### src/rtl/pump_relay_arbiter.sv
// Pump relay arbiter: grants the relay to manual dose or auto fill by mode,
// with estop abort, max-on watchdog fault and min-off cooldown.
module pump_relay_arbiter #(
  parameter int CNT_W          = 26,
  parameter int MAX_ON_CYCLES  = 40000000,
  parameter int MIN_OFF_CYCLES = 500000
) (
  input  logic        clk,
  input  logic        rst_n,
  input  logic [1:0]  mode,
  input  logic        estop,
  input  logic        manual_req,
  input  logic        auto_req,
  input  logic        fault_clr,
  output logic        relay,
  output logic [1:0]  owner,
  output logic        busy,
  output logic        fault,
  output logic [15:0] run_count
);

  typedef enum logic [2:0] {
    S_IDLE,
    S_RUN_MAN,
    S_RUN_AUTO,
    S_COOL,
    S_FAULT
  } state_e;

  localparam logic [CNT_W-1:0] ON_LAST  = CNT_W'(MAX_ON_CYCLES - 1);
  localparam logic [CNT_W-1:0] OFF_LAST = CNT_W'(MIN_OFF_CYCLES - 1);

  state_e      state_q, state_d;
  logic [CNT_W-1:0] on_cnt_q, on_cnt_d;
  logic [CNT_W-1:0] off_cnt_q, off_cnt_d;
  logic        man_armed_q, man_armed_d;
  logic        auto_armed_q, auto_armed_d;
  logic [15:0] run_cnt_q, run_cnt_d;
  logic        relay_q, relay_d;
  logic [1:0]  owner_q, owner_d;
  logic        busy_q, busy_d;
  logic        fault_q, fault_d;
  logic        man_abort, auto_abort, done;
  logic        run_now, run_next;

  always_comb begin
    state_d    = state_q;
    man_abort  = 1'b0;
    auto_abort = 1'b0;
    done       = 1'b0;
    unique case (state_q)
      S_IDLE: begin
        if (!estop) begin
          if (mode == 2'b00 && manual_req && man_armed_q)
            state_d = S_RUN_MAN;
          else if (mode == 2'b01 && auto_req && auto_armed_q)
            state_d = S_RUN_AUTO;
        end
      end
      S_RUN_MAN: begin
        if (estop || mode != 2'b00) begin
          state_d   = S_COOL;
          man_abort = 1'b1;
        end else if (on_cnt_q == ON_LAST) begin
          state_d = S_FAULT;
        end else if (!manual_req) begin
          state_d = S_COOL;
          done    = 1'b1;
        end
      end
      S_RUN_AUTO: begin
        if (estop || mode != 2'b01) begin
          state_d    = S_COOL;
          auto_abort = 1'b1;
        end else if (on_cnt_q == ON_LAST) begin
          state_d = S_FAULT;
        end else if (!auto_req) begin
          state_d = S_COOL;
          done    = 1'b1;
        end
      end
      S_COOL: begin
        if (off_cnt_q == OFF_LAST) state_d = S_IDLE;
      end
      S_FAULT: begin
        if (fault_clr && !estop) state_d = S_COOL;
      end
      default: state_d = S_IDLE;
    endcase
  end

  // A released request always rearms, even in the abort cycle itself.
  always_comb begin
    man_armed_d  = !manual_req ? 1'b1 :
                   (man_abort ? 1'b0 : man_armed_q);
    auto_armed_d = !auto_req ? 1'b1 :
                   (auto_abort ? 1'b0 : auto_armed_q);
    run_cnt_d    = run_cnt_q;
    if (done && run_cnt_q != 16'hFFFF)
      run_cnt_d = run_cnt_q + 16'd1;
  end

  always_comb begin
    run_now   = (state_q == S_RUN_MAN) || (state_q == S_RUN_AUTO);
    run_next  = (state_d == S_RUN_MAN) || (state_d == S_RUN_AUTO);
    on_cnt_d  = (run_now && run_next) ? on_cnt_q + CNT_W'(1) : '0;
    off_cnt_d = (state_q == S_COOL && state_d == S_COOL) ?
                off_cnt_q + CNT_W'(1) : '0;
  end

  always_comb begin
    relay_d = 1'b0;
    owner_d = 2'b00;
    busy_d  = 1'b0;
    fault_d = 1'b0;
    unique case (state_d)
      S_RUN_MAN: begin
        relay_d = 1'b1;
        owner_d = 2'b01;
        busy_d  = 1'b1;
      end
      S_RUN_AUTO: begin
        relay_d = 1'b1;
        owner_d = 2'b10;
        busy_d  = 1'b1;
      end
      S_COOL:  busy_d = 1'b1;
      S_FAULT: begin
        owner_d = 2'b11;
        fault_d = 1'b1;
      end
      default: ;
    endcase
  end

  always_ff @(posedge clk or negedge rst_n) begin
    if (!rst_n) begin
      state_q      <= S_IDLE;
      on_cnt_q     <= '0;
      off_cnt_q    <= '0;
      man_armed_q  <= 1'b1;
      auto_armed_q <= 1'b1;
      run_cnt_q    <= '0;
      relay_q      <= 1'b0;
      owner_q      <= 2'b00;
      busy_q       <= 1'b0;
      fault_q      <= 1'b0;
    end else begin
      state_q      <= state_d;
      on_cnt_q     <= on_cnt_d;
      off_cnt_q    <= off_cnt_d;
      man_armed_q  <= man_armed_d;
      auto_armed_q <= auto_armed_d;
      run_cnt_q    <= run_cnt_d;
      relay_q      <= relay_d;
      owner_q      <= owner_d;
      busy_q       <= busy_d;
      fault_q      <= fault_d;
    end
  end

  assign relay     = relay_q;
  assign owner     = owner_q;
  assign busy      = busy_q;
  assign fault     = fault_q;
  assign run_count = run_cnt_q;

endmodule
### config.mk
export PLATFORM = sky130hd
export DESIGN_NAME = pump_relay_arbiter
export DESIGN_NICKNAME = d
export VERILOG_FILES = /design/src/rtl/pump_relay_arbiter.sv
export SDC_FILE = /design/constraint.sdc
export NUM_CORES = 1
export LEC_CHECK = 0
export ABC_CLOCK_PERIOD_IN_PS = 2600
export CORE_AREA = 3 3 118 120
export CTS_BUF_LIST = sky130_fd_sc_hd__clkbuf_2
export DETAILED_ROUTE_END_ITERATION = 8
export DIE_AREA = 0 0 121 123
export PLACE_DENSITY_LB_ADDON = 0.08
export SLEW_MARGIN = 20
export SYNTH_ARGS = -nofsm -noshare
export SYNTH_HDL_FRONTEND = slang
export SYNTH_SLANG_ARGS = --single-unit
### constraint.sdc
create_clock -name clk -period 2.6 [get_ports clk]
set_input_delay 0.65 -clock clk [delete_from_list [all_inputs] [get_ports clk]]
set_output_delay 0.65 -clock clk [all_outputs]
set_load 0.01 [all_outputs]
==> flow_metrics.py, run 1 <==
metrics = {
    "power_and_ir_drop": {
        "clkPwrFrac_pct": 34.3,
        "p_leak_uw": 0.001812,
        "p_total_uw": 1933,
        "switching_share_pct": 24.56,
        "power.density_nw_per_um2": 425.3,
        "internal_power_uw": 1458,
        "p_comb_share_pct": 2.7,
        "p_switching_uw": 474.8,
        "seq_power_share_pct": 63.0,
        "vdd_drop_max_mv": 0.2659,
    },
    "placed_design": {
        "place_inst": 598,
        "place_congestion": 0.7410,
        "io_buffers": 28,
        "hpwl_mm": 5.927,
    },
    "clock_tree": {
        "ctsHoldBuffers": 1,
        "htree_levels": 3,
        "clock-sinks": 78,
        "cts_setup_buffers": 0,
        "cts_buffer_depth": 2,
        "tritoncts": "built",
        "cts_resized": 0,
        "clkLatencyLatePin_ns": 0.57,
        "cts-root-buf": "clkbuf_2",
        "clk_pin_slew_ns": 0.23,
        "numCtsBuffers": 9,
    },
    "floorplanning": {
        "coreArea_um2": 13090,
        "pin_count": 29,
        "die-width_um": 121,
        "rows": 42,
        "die_area_um2": 14880,
        "dieHeight_um": 123,
        "initial_core_util_pct": 29.48,
    },
    "synthesis": {
        "synth-seq-cells": 78,
        "yosysMostFrequentCell": "dfrtp_1",
        "synthesis.nets": 404,
        "ys_warn_count": 0,
        "post-synth-top-area-fraction_pct": 49.30,
        "synthTopCellsByCount": "76 x dfrtp_1, 54 x nor2_1, 38 x nor3_1",
        "synth_ff_type": "dfrtp_1",
        "synth_cell_types": 41,
        "synth_cells": 393,
        "synth_edf_count": 0,
        "seq_area_frac_synth_pct": 50.66,
        "synthArstFlopShare_pct": 100.0,
        "synthTopCellsByArea": "dfrtp_1 49%, xnor2_1 7.9%, xor2_1 6.1%",
        "synth_top_cell_by_area": "dfrtp_1",
        "syn_area_per_cell_um2": 9.815,
        "synth_area_um2": 3857,
    },
    "timing": {
        "drv_slew": 0,
        "tns_ns": 0,
        "hold_viol": 0,
        "rsz0062_at_grt": "no",
        "hold_ws_ns": 0.4999,
        "min_period_over_period_pct": 87.70,
        "relSlewSlack_pct": 65.49,
        "max_freq_mhz": 438.6,
        "final-setup-viol-count": 0,
        "worst_slew_pin_slew_ns": 0.5146,
        "min_period_ns": 2.280,
        "clock_skew_ns": 0.04756,
    },
    "global_route": {
        "grt_pass1_vias": 2951,
        "antenna_found_initial": 0,
        "grt_pass1_wl_mm": 14.62,
        "gr-total-overflow": 0,
        "grt_usage_pct": 12.69,
        "grt_max_degree": 36,
    },
    "detailed_routing": {
        "dr.pass1.iters": 4,
        "via_per_inst": 4.694,
        "drc": 0,
        "drt-total-wl_mm": 8.638,
        "wl_per_cell_um": 14.07,
        "vias": 2882,
        "antenna_left": 0,
        "first_iter_violations": 158,
    },
    "setup_path": {
        "cp.arrival_ns": 1.63,
        "path_buf_inv": 1,
        "worstSetupEndpointType": "primary output",
        "worst_r2r_path_depth": 8,
        "setup.worst_path.start": "run_count[3]$_DFFE_PN0P_",
        "r2r-end": "on_cnt_q[4]$_DFF_PN0_",
        "start_kind": "register",
        "worst-path-stages": 1,
        "crit_end": "run_count[3]",
        "r2r_slack_ns": 0.39,
        "max_stage_delay_ns": 0.57,
        "crit_fanout": 6,
        "crit_chain": "clkdlybuf4s50_1",
        "r2r-start": "on_cnt_q[0]$_DFF_PN0_",
        "critPathKind": "reg -> out",
        "slowest_stage": "clkdlybuf4s50_1",
        "cp_data_required_time_ns": 1.95,
        "critical_path.top_delay_family": "buffers and inverters",
    },
    "run_status": {
        "outcome": "completed",
    },
    "finish": {
        "multi_input_area_um2": 1826,
        "syn2layout_area_growth_pct": 17.81,
        "diodes": 0,
        "drive_gt1_share_pct": 9.589,
        "nNetsFinal": 445,
        "seq_area_um2": 1954,
        "instances_no_fill": 614,
        "n_fill_cell": 1353,
    },
    "hold_path": {
        "hold_path.class": "in -> async",
    },
    "flow_run": {
        "drv_cap": 0,
    },
}
==> cell usage in the layout (no fill, tap or decap), types with 2 or more instances in the layout <==
cell / Yosys / layout
and3_1: 6 / 6
and4_1: 5 / 5
buf_12: 0 / 2
buf_4: 0 / 10
clkbuf_2: 0 / 11
clkdlybuf4s50_1: 0 / 27
clkinv_2: 0 / 2
dfrtp_1: 76 / 76
dfstp_2: 2 / 2
ha_1: 3 / 3
inv_1: 12 / 12
mux2_2: 2 / 2
nand2_1: 34 / 34
nand2b_1: 3 / 3
nand3_1: 32 / 32
nand4_1: 15 / 15
nor2_1: 54 / 54
nor3_1: 38 / 38
nor3_2: 2 / 2
nor4_1: 7 / 7
nor4bb_1: 2 / 2
o21a_1: 3 / 3
o21ai_0: 4 / 4
o21ai_1: 2 / 2
o31ai_4: 2 / 3
xnor2_1: 35 / 35
xor2_1: 27 / 27
==> layer usage <==
metal  global-route usage [%]  up-vias  share of wire (%)
met2                    20.04       33                 46
met3                    3.522       12                3.2
met4                    4.887        0                1.5
li1                         -     1441                  -
met1                    16.62     1396                 49
met5                        0        -                  0
==> stage by stage <==
step                      worst slack (ns)  cell area, um^2  utilization [%]
after global routing                0.1955             4544            34.73
after CTS                           0.2304             4544            34.73
after global placement              0.1801             4431            33.86
after floorplan                     0.5265             3857                -
final                               0.3198             4544            34.73
after detailed placement            0.1747             4431            33.86
==> cell families (layout without fill, tap and decap cells) <==
group / after synthesis / in the layout / synth area share [%]
AO/OA/AOI/OAI: 18 / 18 / 3.990
buffers and inverters: 22 / 67 / 2.238
flip-flops: 78 / 78 / 50.66
adder cells (fa/ha/maj): 3 / 3 / 0.9732
multiplexers: 3 / 3 / 0.8433
XOR/XNOR: 62 / 62 / 14.08
AND/OR/NAND/NOR: 207 / 207 / 27.21
==> area by class of cell <==
cell class | count | area share [%]
multi-input cells | 293 | 40.17
well taps | 176 | 4.846
inverters | 12 | 0.9912
clock buffers | 11 | 1.211
repair buffers | 40 | 8.700
flip-flops and latches | 78 | 43.01
clock inverters | 4 | 1.074
==> registers in the layout, summed over array words and instances (netlist names) <==
register / count
man_armed_q: 1
owner: 2
off_cnt_q: 26
auto_armed_q: 1
busy: 1
on_cnt_q: 26
run_count: 16
fault: 1
state_q: 3
relay: 1
==> worst reg2reg max path, stage by stage, from the launching register on <==
cell and delay (ns):
dfrtp_1 0.42, ha_1 0.21, and4_1 0.25, nand4_2 0.27, o31ai_4 0.44, o2bb2ai_1 0.15, o31ai_4 0.09, buf_12 0.21
nor3_1 0.08
==> power by group through the flow <==
stage | registers, uW | logic (uW) | clock network (uW)
floorplan | 1240 | 6.06 | 0
global placement | 1240 | 53.7 | 0
detailed placement | 1240 | 53.8 | 0
CTS | 1220 | 55.5 | 715
global route | 1220 | 60.5 | 756
finish | 1220 | 52.8 | 663
==> how the worst min path moves through the flow <==
stage | from | endpoint | slack, ns | cells past startpoint
2_1_floorplan | rst_n | busy$_DFF_PN0_ | 0.35 | 0
3_3_place_gp | off_cnt_q[0]$_DFF_PN0_ | off_cnt_q[0]$_DFF_PN0_ | 0.48 | 1
3_5_place_dp | off_cnt_q[0]$_DFF_PN0_ | off_cnt_q[0]$_DFF_PN0_ | 0.48 | 1
4_1_cts | rst_n | run_count[8]$_DFFE_PN0P_ | 0.45 | 2
5_1_grt | rst_n | run_count[8]$_DFFE_PN0P_ | 0.46 | 2
6_report | rst_n | run_count[8]$_DFFE_PN0P_ | 0.50 | 2
(Power assumes the default switching activity.)
==> inputs of run 2 (changes only) <==
--- a/config.mk
+++ b/config.mk
@@ -11,7 +11,6 @@
 export DETAILED_ROUTE_END_ITERATION = 8
 export DIE_AREA = 0 0 121 123
 export PLACE_DENSITY_LB_ADDON = 0.08
-export SLEW_MARGIN = 20
 export SYNTH_ARGS = -nofsm -noshare
 export SYNTH_HDL_FRONTEND = slang
 export SYNTH_SLANG_ARGS = --single-unit
==> results of run 2 <==
The final DEF is identical to that of run 1; final timing and power are the same.
==> RTL edit: new RTL, config.mk and constraints of run 2 <==
`CNT_W`: 26 -> 52.
--- a/src/rtl/pump_relay_arbiter.sv
+++ b/src/rtl/pump_relay_arbiter.sv
@@ -2,5 +2,5 @@
 // with estop abort, max-on watchdog fault and min-off cooldown.
 module pump_relay_arbiter #(
-  parameter int CNT_W          = 26,
+  parameter int CNT_W          = 52,
   parameter int MAX_ON_CYCLES  = 40000000,
   parameter int MIN_OFF_CYCLES = 500000
Formal check against the unedited RTL: no difference found for any inputs over 10 cycles, from zero or initial values and one cycle with rst_n low; that may be too few to reach the edited logic, so the function may still have changed.
==> RTL edit against run 2 <==
First-iteration DRC count grew 110%; sequential cell count grew 52; critical path depth grew 6; synthesized cell count grew 82%; hold slack lost 0.084 ns; wire length grew 73%; final area grew 72%; area after synthesis grew 78%; non-clock buffer count grew 17; die area is the same; total power grew 76%; clock skew shrank 0.026 ns; setup slack lost 0.18 ns.
==> RTL edit: results (changes against run 2) <==
metric,value,unit,change
slew_headroom,0.620,,-0.0349
grtUsageTotal,0.214,,+0.0869
p_leak,3.11,nW,+72%
ys_seq_area_frac,0.474,,-0.0324
switching_share,0.241,,-0.00433
crit_fanout,6,,unchanged
grt_max_degree,54,,+50%
skew,0.0216,ns,-0.0260 ns
io_buffers,28,,unchanged
routed_wl,15.0,mm,+73%
yosysWarnings,0,,unchanged
postCtsSetupRepairBufs,0,,unchanged
slowest_stage,dfrtp_1,,
synth.area.top_cells,"dfrtp_1 (47%), xnor2_1 (7.9%), xor2_1 (5.5%), nor3_1 (5.0%), nor2_1 (4.3%)",,
clockBufferDepth,2,,unchanged
dr.first_iter.drc_count,333,,+110%
status,completed,,
synth_common_cells,"dfrtp_1 (128), nor2_1 (79), nor3_1 (68)",,
place_congestion,0.900,,+22%
synth_edf_count,0,,unchanged
finish.net_count,782,,+76%
place_ws,-0.0572,ns,-0.232 ns
ir_worst_vdd,433,uV,+63%
drive_gt1_frac,0.115,,+0.0189
cts_buffers,17,,+8
first_pass_iters,6,,+2
async_flop_share,1.00,,unchanged
clk_pin_slew_worst_paths,0.20,ns,-0.03 ns
synth_nets,728,,+80%
synth_largest_area_cell,dfrtp_1,,
grt_pass1_vias,5426,,+84%
grt_pass1_wl,25.7,mm,+76%
clock_latency,0.71,ns,+0.14 ns
clock-root-buffer,clkbuf_2,,
hp-class,in2async,,
fill_cells,1158,,-14%
antenna_found_initial,0,,unchanged
htreeDepth,4,,+1
route.vias.total,5456,,+89%
diodes,0,,unchanged
dp_hpwl,10.2,mm,+72%
slowest_delay,0.56,ns,
synthDistinctLibCells,52,,+27%
==> RTL edit: kinds of logic (layout without fill, tap and decap cells) <==
kind of cell,count (synthesis),count (layout),synth area share
AND/OR/NAND/NOR,411,411,0.332
XOR/XNOR,106,106,0.138
flip-flops,130,130,0.474
buffers and inverters,35,102,0.0222
multiplexers,2,2,0.00328
adder cells (fa/ha/maj),3,3,0.00547
AO/OA/AOI/OAI,30,30,0.0244
==> RTL edit: cell type report <==
cell class	instances	area (um2)	share of cell area
Sequential cell	130	3260	0.417
Multi-Input combinational cell	552	3460	0.443
Timing Repair Buffer	57	573	0.0734
Inverter	13	48.8	0.00625
Clock inverter	14	164	0.0210
Tap cell	176	220	0.0282
Clock buffer	18	90.1	0.0115
==> RTL edit: what timing repair did <==
item	in CTS	in global routing
resized for setup	0	1
endpoints found under the setup margin	0	1
endpoints found under the hold margin	32	0
hold buffers	1	0
==> RTL edit: worst paths after layout <==
kind                                          start                  endpoint  slack (ns)  cells after the start
max in group asynchronous                     rst_n   man_armed_q$_DFFE_PN1P_        1.51                      3
max reg2reg                  on_cnt_q[14]$_DFF_PN0_            busy$_DFF_PN0_        0.14                      7
min in group clk           run_count[5]$_DFFE_PN0P_  run_count[5]$_DFFE_PN0P_        0.50                      1
min reg2reg                run_count[5]$_DFFE_PN0P_  run_count[5]$_DFFE_PN0P_        0.50                      1
min                                           rst_n    on_cnt_q[48]$_DFF_PN0_        0.42                      2
max                          on_cnt_q[14]$_DFF_PN0_            busy$_DFF_PN0_        0.14                      7
==> RTL edit: power by group through the flow <==
stage | logic (mW) | clock network (mW) | registers [mW]
CTS | 0.0753 | 1.34 | 2.03
floorplan | 0.00539 | 0 | 2.06
global route | 0.0828 | 1.44 | 2.03
detailed placement | 0.0735 | 0 | 2.06
global placement | 0.0718 | 0 | 2.06
finish | 0.0710 | 1.31 | 2.03
==> RTL edit: metal layers <==
layer	vias up	global-route usage	part of all wire
met3	24	0.0558	0.031
met5	-	0	0
li1	2680	-	-
met1	2675	0.275	0.47
met2	77	0.362	0.49
met4	0	0.0545	0.012
==> RTL edit: worst max-delay path, delay by kind of cell (launching register included) <==
family | cells | cell delay [ns]
simple gates | 5 | 1.48
flops | 1 | 0.56
compound gates | 1 | 0.17
buf+inv | 1 | 0.17
==> RTL edit: metrics by stage <==
stage / std cells / hold slack, ns / utilization / total power, mW / instance area [um2]
floorplan: 717 / 0.354 / - / 2.07 / 6870
finish: 960 / 0.415 / 0.597 / 3.41 / 7810
global placement: 927 / 0.475 / 0.577 / 2.14 / 7540
detailed placement: 927 / 0.484 / 0.577 / 2.14 / 7540
global route: 960 / 0.376 / 0.597 / 3.55 / 7810
CTS: 960 / 0.392 / 0.597 / 3.44 / 7810
